--- config.mk ---
export PLATFORM = sky130hd
export DESIGN_NAME = pwm_multi_channel
export DESIGN_NICKNAME = d
export VERILOG_FILES = /design/src/rtl/pwm_multi_channel.sv
export SDC_FILE = /design/constraint.sdc
export NUM_CORES = 1
export LEC_CHECK = 0
export ABC_AREA = 1
export CORE_MARGIN = 2
export CORE_UTILIZATION = 60
export DETAILED_ROUTE_END_ITERATION = 12
export GPL_TIMING_DRIVEN = 0
export PLACE_DENSITY = 0.77
export SLEW_MARGIN = 5
export SYNTH_ARGS = -nofsm -noshare
export SYNTH_HDL_FRONTEND = slang
export SYNTH_SLANG_ARGS = --single-unit
--- constraint.sdc ---
create_clock -name clock -period 3.3 [get_ports clock]
set_input_delay 0.66 -clock clock [delete_from_list [all_inputs] [get_ports clock]]
set_output_delay 0.66 -clock clock [all_outputs]
set_load 0.02 [all_outputs]
--- src/rtl/pwm_multi_channel.sv ---
// Multi-channel PWM generator: one shared period counter (edge or center aligned)
// drives CHANNELS duty comparators; period, mode and duties are double-buffered.
module pwm_multi_channel #(
  parameter int CHANNELS       = 4,
  parameter int WIDTH          = 8,
  parameter int DEFAULT_PERIOD = 15,
  parameter int DEFAULT_DUTY   = 4,
  parameter int ADDR_W         = $clog2(CHANNELS + 2)
) (
  input  logic                clock,
  input  logic                reset_n,
  input  logic                enable,
  input  logic                wr_en,
  input  logic [ADDR_W-1:0]   wr_addr,
  input  logic [WIDTH-1:0]    wr_data,
  output logic [CHANNELS-1:0] pwm_out,
  output logic                period_tick,
  output logic [WIDTH-1:0]    counter
);

  typedef enum logic [1:0] {
    HALT = 2'd0,
    UP   = 2'd1,
    DOWN = 2'd2
  } state_t;

  localparam logic [WIDTH-1:0] ONE   = {{(WIDTH-1){1'b0}}, 1'b1};
  localparam logic [WIDTH-1:0] DEF_P = WIDTH'(DEFAULT_PERIOD);
  localparam logic [WIDTH-1:0] DEF_D = WIDTH'(DEFAULT_DUTY);

  state_t                state_r, state_s;
  logic [WIDTH-1:0]      cnt_r, cnt_s;
  logic [WIDTH-1:0]      pend_period_r, pend_period_s, act_period_r, act_period_s;
  logic                  pend_mode_r, pend_mode_s, act_mode_r, act_mode_s;
  logic [WIDTH-1:0]      pend_duty_r [CHANNELS];
  logic [WIDTH-1:0]      pend_duty_s [CHANNELS];
  logic [WIDTH-1:0]      act_duty_r  [CHANNELS];
  logic [WIDTH-1:0]      act_duty_s  [CHANNELS];
  logic [CHANNELS-1:0]   pwm_r, pwm_s;
  logic                  tick_r, tick_s;
  logic                  load_s;

  // Pending registers with this cycle's write merged in, so a write on a boundary goes straight to active.
  always_comb begin
    pend_period_s = (wr_en && (wr_addr == ADDR_W'(0))) ? wr_data : pend_period_r;
    pend_mode_s   = (wr_en && (wr_addr == ADDR_W'(1))) ? wr_data[0] : pend_mode_r;
    for (int i = 0; i < CHANNELS; i++) begin
      pend_duty_s[i] = (wr_en && (wr_addr == ADDR_W'(i + 2))) ? wr_data : pend_duty_r[i];
    end
  end

  // Counter / direction next state, boundary detection and next-cycle outputs.
  always_comb begin
    state_s = state_r;
    cnt_s   = '0;
    if (!enable) begin
      state_s = HALT;
      cnt_s   = '0;
    end else begin
      case (state_r)
        UP: begin
          if (cnt_r < act_period_r) begin
            cnt_s   = cnt_r + ONE;
            state_s = UP;
          end else if (act_mode_r && (cnt_r > ONE)) begin
            cnt_s   = cnt_r - ONE;
            state_s = DOWN;
          end else begin
            cnt_s   = '0;
            state_s = UP;
          end
        end
        DOWN: begin
          cnt_s   = (cnt_r > ONE) ? (cnt_r - ONE) : '0;
          state_s = (cnt_r > ONE) ? DOWN : UP;
        end
        default: begin
          cnt_s   = '0;
          state_s = UP;
        end
      endcase
    end
    // Counter reloading 0 (or halted) is a period boundary: active takes pending.
    load_s       = !enable || (cnt_s == '0);
    tick_s       = enable && (cnt_s == '0);
    act_period_s = load_s ? pend_period_s : act_period_r;
    act_mode_s   = load_s ? pend_mode_s : act_mode_r;
    for (int i = 0; i < CHANNELS; i++) begin
      act_duty_s[i] = load_s ? pend_duty_s[i] : act_duty_r[i];
      pwm_s[i]      = enable && (cnt_s < act_duty_s[i]);
    end
  end

  // State, parameter and output registers.
  always_ff @(posedge clock or negedge reset_n) begin
    if (!reset_n) begin
      state_r       <= HALT;
      cnt_r         <= '0;
      pend_period_r <= DEF_P;
      act_period_r  <= DEF_P;
      pend_mode_r   <= 1'b0;
      act_mode_r    <= 1'b0;
      pwm_r         <= '0;
      tick_r        <= 1'b0;
      for (int i = 0; i < CHANNELS; i++) begin
        pend_duty_r[i] <= DEF_D;
        act_duty_r[i]  <= DEF_D;
      end
    end else begin
      state_r       <= state_s;
      cnt_r         <= cnt_s;
      pend_period_r <= pend_period_s;
      act_period_r  <= act_period_s;
      pend_mode_r   <= pend_mode_s;
      act_mode_r    <= act_mode_s;
      pwm_r         <= pwm_s;
      tick_r        <= tick_s;
      for (int i = 0; i < CHANNELS; i++) begin
        pend_duty_r[i] <= pend_duty_s[i];
        act_duty_r[i]  <= act_duty_s[i];
      end
    end
  end

  assign pwm_out     = pwm_r;
  assign period_tick = tick_r;
  assign counter     = cnt_r;

endmodule

== Word-level counts from Yosys, hierarchy flattened ==
Cells that the tools add are included.

* Add/subtract/negate cells: 2
* Multipliers: 0
* Divide/modulo/power cells: 0
* $lt $le $gt $ge: 6
* Equality and inequality tests: 7
* Shift operators: 0
* Mux-type cells: 20
* Bitwise operators: 0
* Reduce and logical (&&, ||, !) cells: 16

{| class="wikitable"
|+ Operators by type and width
! cell !! number
|-
| $mux 8 || 13
|-
| $lt 8x8->1 || 5
|-
| $pmux 8 s2 || 1
|-
| $logic_and 1x1->1 || 12
|-
| $add 8x1->8 const B || 1
|-
| $gt 8x1->1 const B || 1
|-
| $logic_not 8->1 || 1
|-
| $mux 2 || 4
|-
| $sub 8x1->8 const B || 1
|-
| $eq 3x2->1 const B || 2
|-
| $eq 3x3->1 const B || 2
|-
| $pmux 2 s2 || 1
|-
| $eq 3x1->1 const B || 1
|-
| $logic_not 3->1 || 1
|-
| $eq 2x1->1 const B || 1
|-
| $eq 2x2->1 const B || 1
|-
| $logic_not 1->1 || 1
|-
| $logic_or 1x1->1 || 1
|-
| $mux 1 || 1
|}

* Register bits: 97
* Latch bits: 0
* Memory bits (writable): 0
* ROM bits: 0
* Input port bits: 15
* Output and inout port bits: 13
* Word-level logic and storage cells: 67
* Memories kept: 0

== Longest topological paths before layout ==
* Depth in word-level cells: 11
* Depth in mapped cells: 25
* Depth with buffers taken out: 24

== Least setup slack after synthesis ==
Ideal clock, no wire load.

* Path type: reg2reg
* From: reg cnt_r[7] (netlist: counter[7])
* To: reg pwm_r[0] (netlist: pwm_out[0])
* Library setup time: 73 ps
* Arrival: 2,993 ps
* Required time: 3,227 ps
* Path slack: 234 ps
* Stages on the path, launching flop included: 20
* Path buffers: 1
* Clock period less this slack: 3,066 ps
* Cells stage by stage: dfrtp_1 ha_1 nand2_1 inv_1 nor2_1 o21a_1 nand3_2 nand3_1 nand3_1 nand2_1 nor2_4 nand2_8 inv_4 buf_6 or2_1 o21ai_2 ha_1 a211oi_1 nand3_1 a21oi_2

* Longest elaborated chain between the ends: 11
* Elaborated cells between the ends (all ways): 15
* Those cells by class: add/sub (2); order compare (3); mux (6); reduce/logical (4)

{| class="wikitable"
|+ RTL lines
! what !! RTL line !! RTL
|-
| start, declared || 32 || <nowiki>logic [WIDTH-1:0] cnt_r, cnt_s;</nowiki>
|-
| start signal, assigned || 111 || <nowiki>cnt_r <= cnt_s;</nowiki>
|-
| $gt 8x1->1 || 65, 74 ||
|-
| $logic_and 1x1->1 || 65 || <nowiki>end else if (act_mode_r && (cnt_r > ONE)) begin</nowiki>
|-
| $mux 8 || 65 ||
|-
| $mux 8 || 62 || <nowiki>if (cnt_r < act_period_r) begin</nowiki>
|-
| $pmux 8 s2 * || 60 || <nowiki>case (state_r)</nowiki>
|-
| $mux 8 * || 56 || <nowiki>if (!enable) begin</nowiki>
|-
| $logic_not 8->1 || 84 || <nowiki>load_s = !enable || (cnt_s == '0);</nowiki>
|-
| $logic_or 1x1->1 || 84 ||
|-
| $mux 8 || 89 || <nowiki>act_duty_s[i] = load_s ? pend_duty_s[i] : act_duty_r[i];</nowiki>
|-
| $lt 8x8->1 * || 90 || <nowiki>pwm_s[i] = enable && (cnt_s < act_duty_s[i]);</nowiki>
|-
| $logic_and 1x1->1 * || 90 ||
|-
| net pwm_s[0] || 39 || <nowiki>logic [CHANNELS-1:0] pwm_r, pwm_s;</nowiki>
|-
| end signal, assigned || 116 || <nowiki>pwm_r <= pwm_s;</nowiki>
|-
| end, declared || 39 ||
|}

The timed path passes the listed nets; every way through them passes the cells marked *.
A chain may end at the register's enable or synchronous reset.

== Worst setup path in the final report ==
* From: in enable
* To: reg pwm_r[0] (netlist: pwm_out[0])

* Longest elaborated chain between the ends: 6
* Elaborated cells between the ends (all ways): 7
* Those cells by class: order compare (1); mux (2); reduce/logical (4)

{| class="wikitable"
|+ RTL lines
! what !! RTL line !! RTL
|-
| start, declared || 12 || <nowiki>input logic enable,</nowiki>
|-
| $mux 8 || 56 ||
|-
| $logic_not 8->1 || 84 ||
|-
| $logic_or 1x1->1 || 84 ||
|-
| $mux 8 || 89 ||
|-
| $lt 8x8->1 || 90 ||
|-
| $logic_and 1x1->1 * || 90 ||
|-
| net pwm_s[0] || 39 ||
|}

Marks and branches as above.

==> results.cfg <==
[run_status]
status = completed

[placement]
io_buffers = 27
placed_cells = 728
finalWeightedCongestion = 0.912
hpwl_um = 8230
post-place-ws_ns = -0.480

[synth]
syn_nets = 647
yosysSeqAreaShare_pct = 46.6
synth_area_per_cell_um2 = 8.86
synth-edff-count = 0
ys.flop_type = dfrtp_1
ys_types = 38
ys_seq_elements = 97
synthCells = 592
async_flop_share_pct = 100
synth_warnings = 0
netlist_area_mm2 = 0.00525

[setup_path]
cpMaxStageDelayCell = clkdlybuf4s50_1
crit_fanout = 10
rrSetupSlack_ns = 0.17
cp_cell_sequence = clkdlybuf4s50_1 > inv_1 > nor2_4 > inv_1 > a21oi_1 > nand2_2 > nand2_2 > nor2_4 > nand2_8 > clkinv_8 > buf_12 > or2_1 > o21ai_4 > ha_4 > a211oi_2 > nand3_1 > a21oi_2
crit_buf_inv = 5
cp.arrival_ns = 3.45
start_kind = input pin
criticalPathCategory = in -> reg
crit_family = buffers and inverters
cpPeakStageDelay_ns = 0.51
end_kind = flop
required_ns = 3.59

[sta]
worstMarginPinSlew_ns = 0.520
period_minus_slack_ns = 3.15
max_slew_margin_pct = 65.3
setup_viol_count_final = 0
fmax_ghz = 0.317
drv_slew = 0
whs_ns = 0.258
final.period_utilization_pct = 95.5
finalHoldViolCount = 0
timing.final.ws_setup_ns = 0.148
finClkSkew_ns = 0.0152

[clocking]
cts_tree = done
numClockSinks = 97
cts.path.max_buffers = 2
h-tree-depth = 3
cts_root_buf = clkbuf_8
cts_hold_buf = 0
cts_buffers = 9
clock_latency_ns = 0.36
clk_pin_slew_worst_paths_ns = 0.09

[routing]
drc = 0
drt-pass1-iter-count = 4
finalWirelength_um = 12300
wl_per_cell_um = 16.1
drt_iter0_drc = 194
drtAntennaViolNets = 0
num_vias = 4109
avgViaCountPerCell = 5.37

[die]
row_count = 34
core_mm2 = 0.00859
die_area_mm2 = 0.00951
io_pins = 28
fp.dieH_um = 97.5
die_w_um = 97.5
start_util_pct = 61.1

[power_and_ir_drop]
power.total_w = 0.00317
p_leak_nw = 3.27
power_density_mw_per_mm2 = 499
vdd_ir_drop_max_v = 0.000270

[grt]
first_global_vias = 4079
antenna_found_initial = 0
grt_max_degree = 60
grt_overflow = 0
grt_first_pass_wirelength_um = 19100
grt_use_total_pct = 25.3

[cells_and_area]
finish.utilization_pct = 73.9
stdcell_count = 765
drive_gt1_share_pct = 30.0
nets = 707
antenna_cells = 0
area_growth_pct = 21.1

[min_path]
hold_path_class = in -> async

[run]
drv_cap = 0
==> synth_stat cells, types with 2 or more instances <==
cell type  count  share of area [%]
o21ai_0       47                4.5
xor2_1        10                1.7
nor2_4         2               0.43
or2_2          3               0.36
and2_1         4               0.48
nor2_1        18                1.3
nand3_1       32                3.1
ha_1          40                9.5
dfrtp_1       81                 39
nand3_2        3               0.57
nand2_2        9                1.1
nand4_1        3               0.36
clkbuf_1       5               0.36
o21a_1         2               0.29
a21oi_2        4               0.67
buf_2          3               0.29
nand2_1      127                9.1
a211oi_1       4               0.57
nand2_4        2               0.43
inv_1         68                4.9
a21oi_1        8               0.76
or2_1         25                3.0
buf_6          4               0.86
inv_2         33                2.4
o21ai_2       27                4.5
dfstp_2       16                8.0
==> metrics by stage <==
stage	instance area [um^2]	setup TNS (ns)
global route	6350	-0.0207
detailed placement	5680	-1.80
floorplan	5250	0
global placement	5650	-169.25
CTS	5920	0
finish	6350	0
==> repair_timing <==
| item | CTS | global route |
|---|---|---|
| cloned | 0 | 4 |
| resized for setup | 6 | 62 |
| buffers inserted | 3 | 14 |
| pin swaps | 2 | 37 |
| setup endpoints to repair | 4 | 4 |
==> path summary, 6_finish.rpt <==
check                                startpoint         endpoint  cells after the start
worst max-delay path                     enable       pwm_out[0]                     17
worst min-delay path                    reset_n  act_period_r[6]                      1
worst max register to register       counter[7]       pwm_out[0]                     20
worst min register to register  act_period_r[0]  act_period_r[0]                      2
max in group asynchronous               reset_n    act_duty_r[2]                      2
min in group clock              act_period_r[0]  act_period_r[0]                      2
==> registers in the layout, summed over array words and instances, names as in the netlist <==
name	count
act_mode_r	1
state_r	2
period_tick	1
act_duty_r	32
pend_period_r	8
act_period_r	8
pend_mode_r	1
pend_duty_r	32
counter	8
pwm_out	4
==> layout by cell type, fill, tap and decap left out, types with 4 or more instances in the layout <==
| cell | n |
|---|---|
| a21oi_1 | 5 |
| a21oi_2 | 7 |
| and2_1 | 4 |
| buf_4 | 19 |
| clkbuf_1 | 7 |
| clkbuf_8 | 10 |
| clkdlybuf4s50_1 | 26 |
| dfrtp_1 | 76 |
| dfrtp_2 | 5 |
| dfstp_2 | 16 |
| ha_1 | 33 |
| ha_4 | 6 |
| inv_1 | 65 |
| inv_2 | 35 |
| nand2_1 | 112 |
| nand2_2 | 22 |
| nand2_4 | 5 |
| nand3_1 | 26 |
| nand3_2 | 7 |
| nor2_1 | 14 |
| nor2_2 | 4 |
| o21ai_0 | 47 |
| o21ai_2 | 26 |
| or2_1 | 25 |
| xor2_1 | 10 |
==> final cells by class <==
cell class	count	area, um^2
clock buffers	12	145
flip-flops and latches	97	2450
multi-input cells	381	2580
repair buffers	47	473
clock inverters	4	51.3
well taps	108	135
inverters	102	398
plain buffers	13	111
repair inverters	1	8.76
fillers	605	2240
==> logic make-up after synthesis <==
logic type                 synth area share [%]
xor gates and xnor gates                   1.84
buffers and inverters                      8.99
DFF                                        46.6
adders and majority gates                  9.54
and+or+nand+nor                            21.2
AOI/OAI and AO/OA                          11.8
==> per-layer routing <==
layer / routed length [um] / track usage, % / vias to the layer above
li1: - / - / 1983
met1: 5250 / 32.3 / 2019
met2: 6280 / 43.0 / 79
met3: 377 / 4.03 / 28
met4: 376 / 10.7 / 0
met5: 0 / 0 / -
==> power by group <==
group	switching, W	leakage (nW)	internal, W
Clock	0.000412	0.0970	0.000374
Sequential	0.0000655	1.17	0.00144
Combinational	0.000530	2.01	0.000353
(Power assumes the default switching activity.)
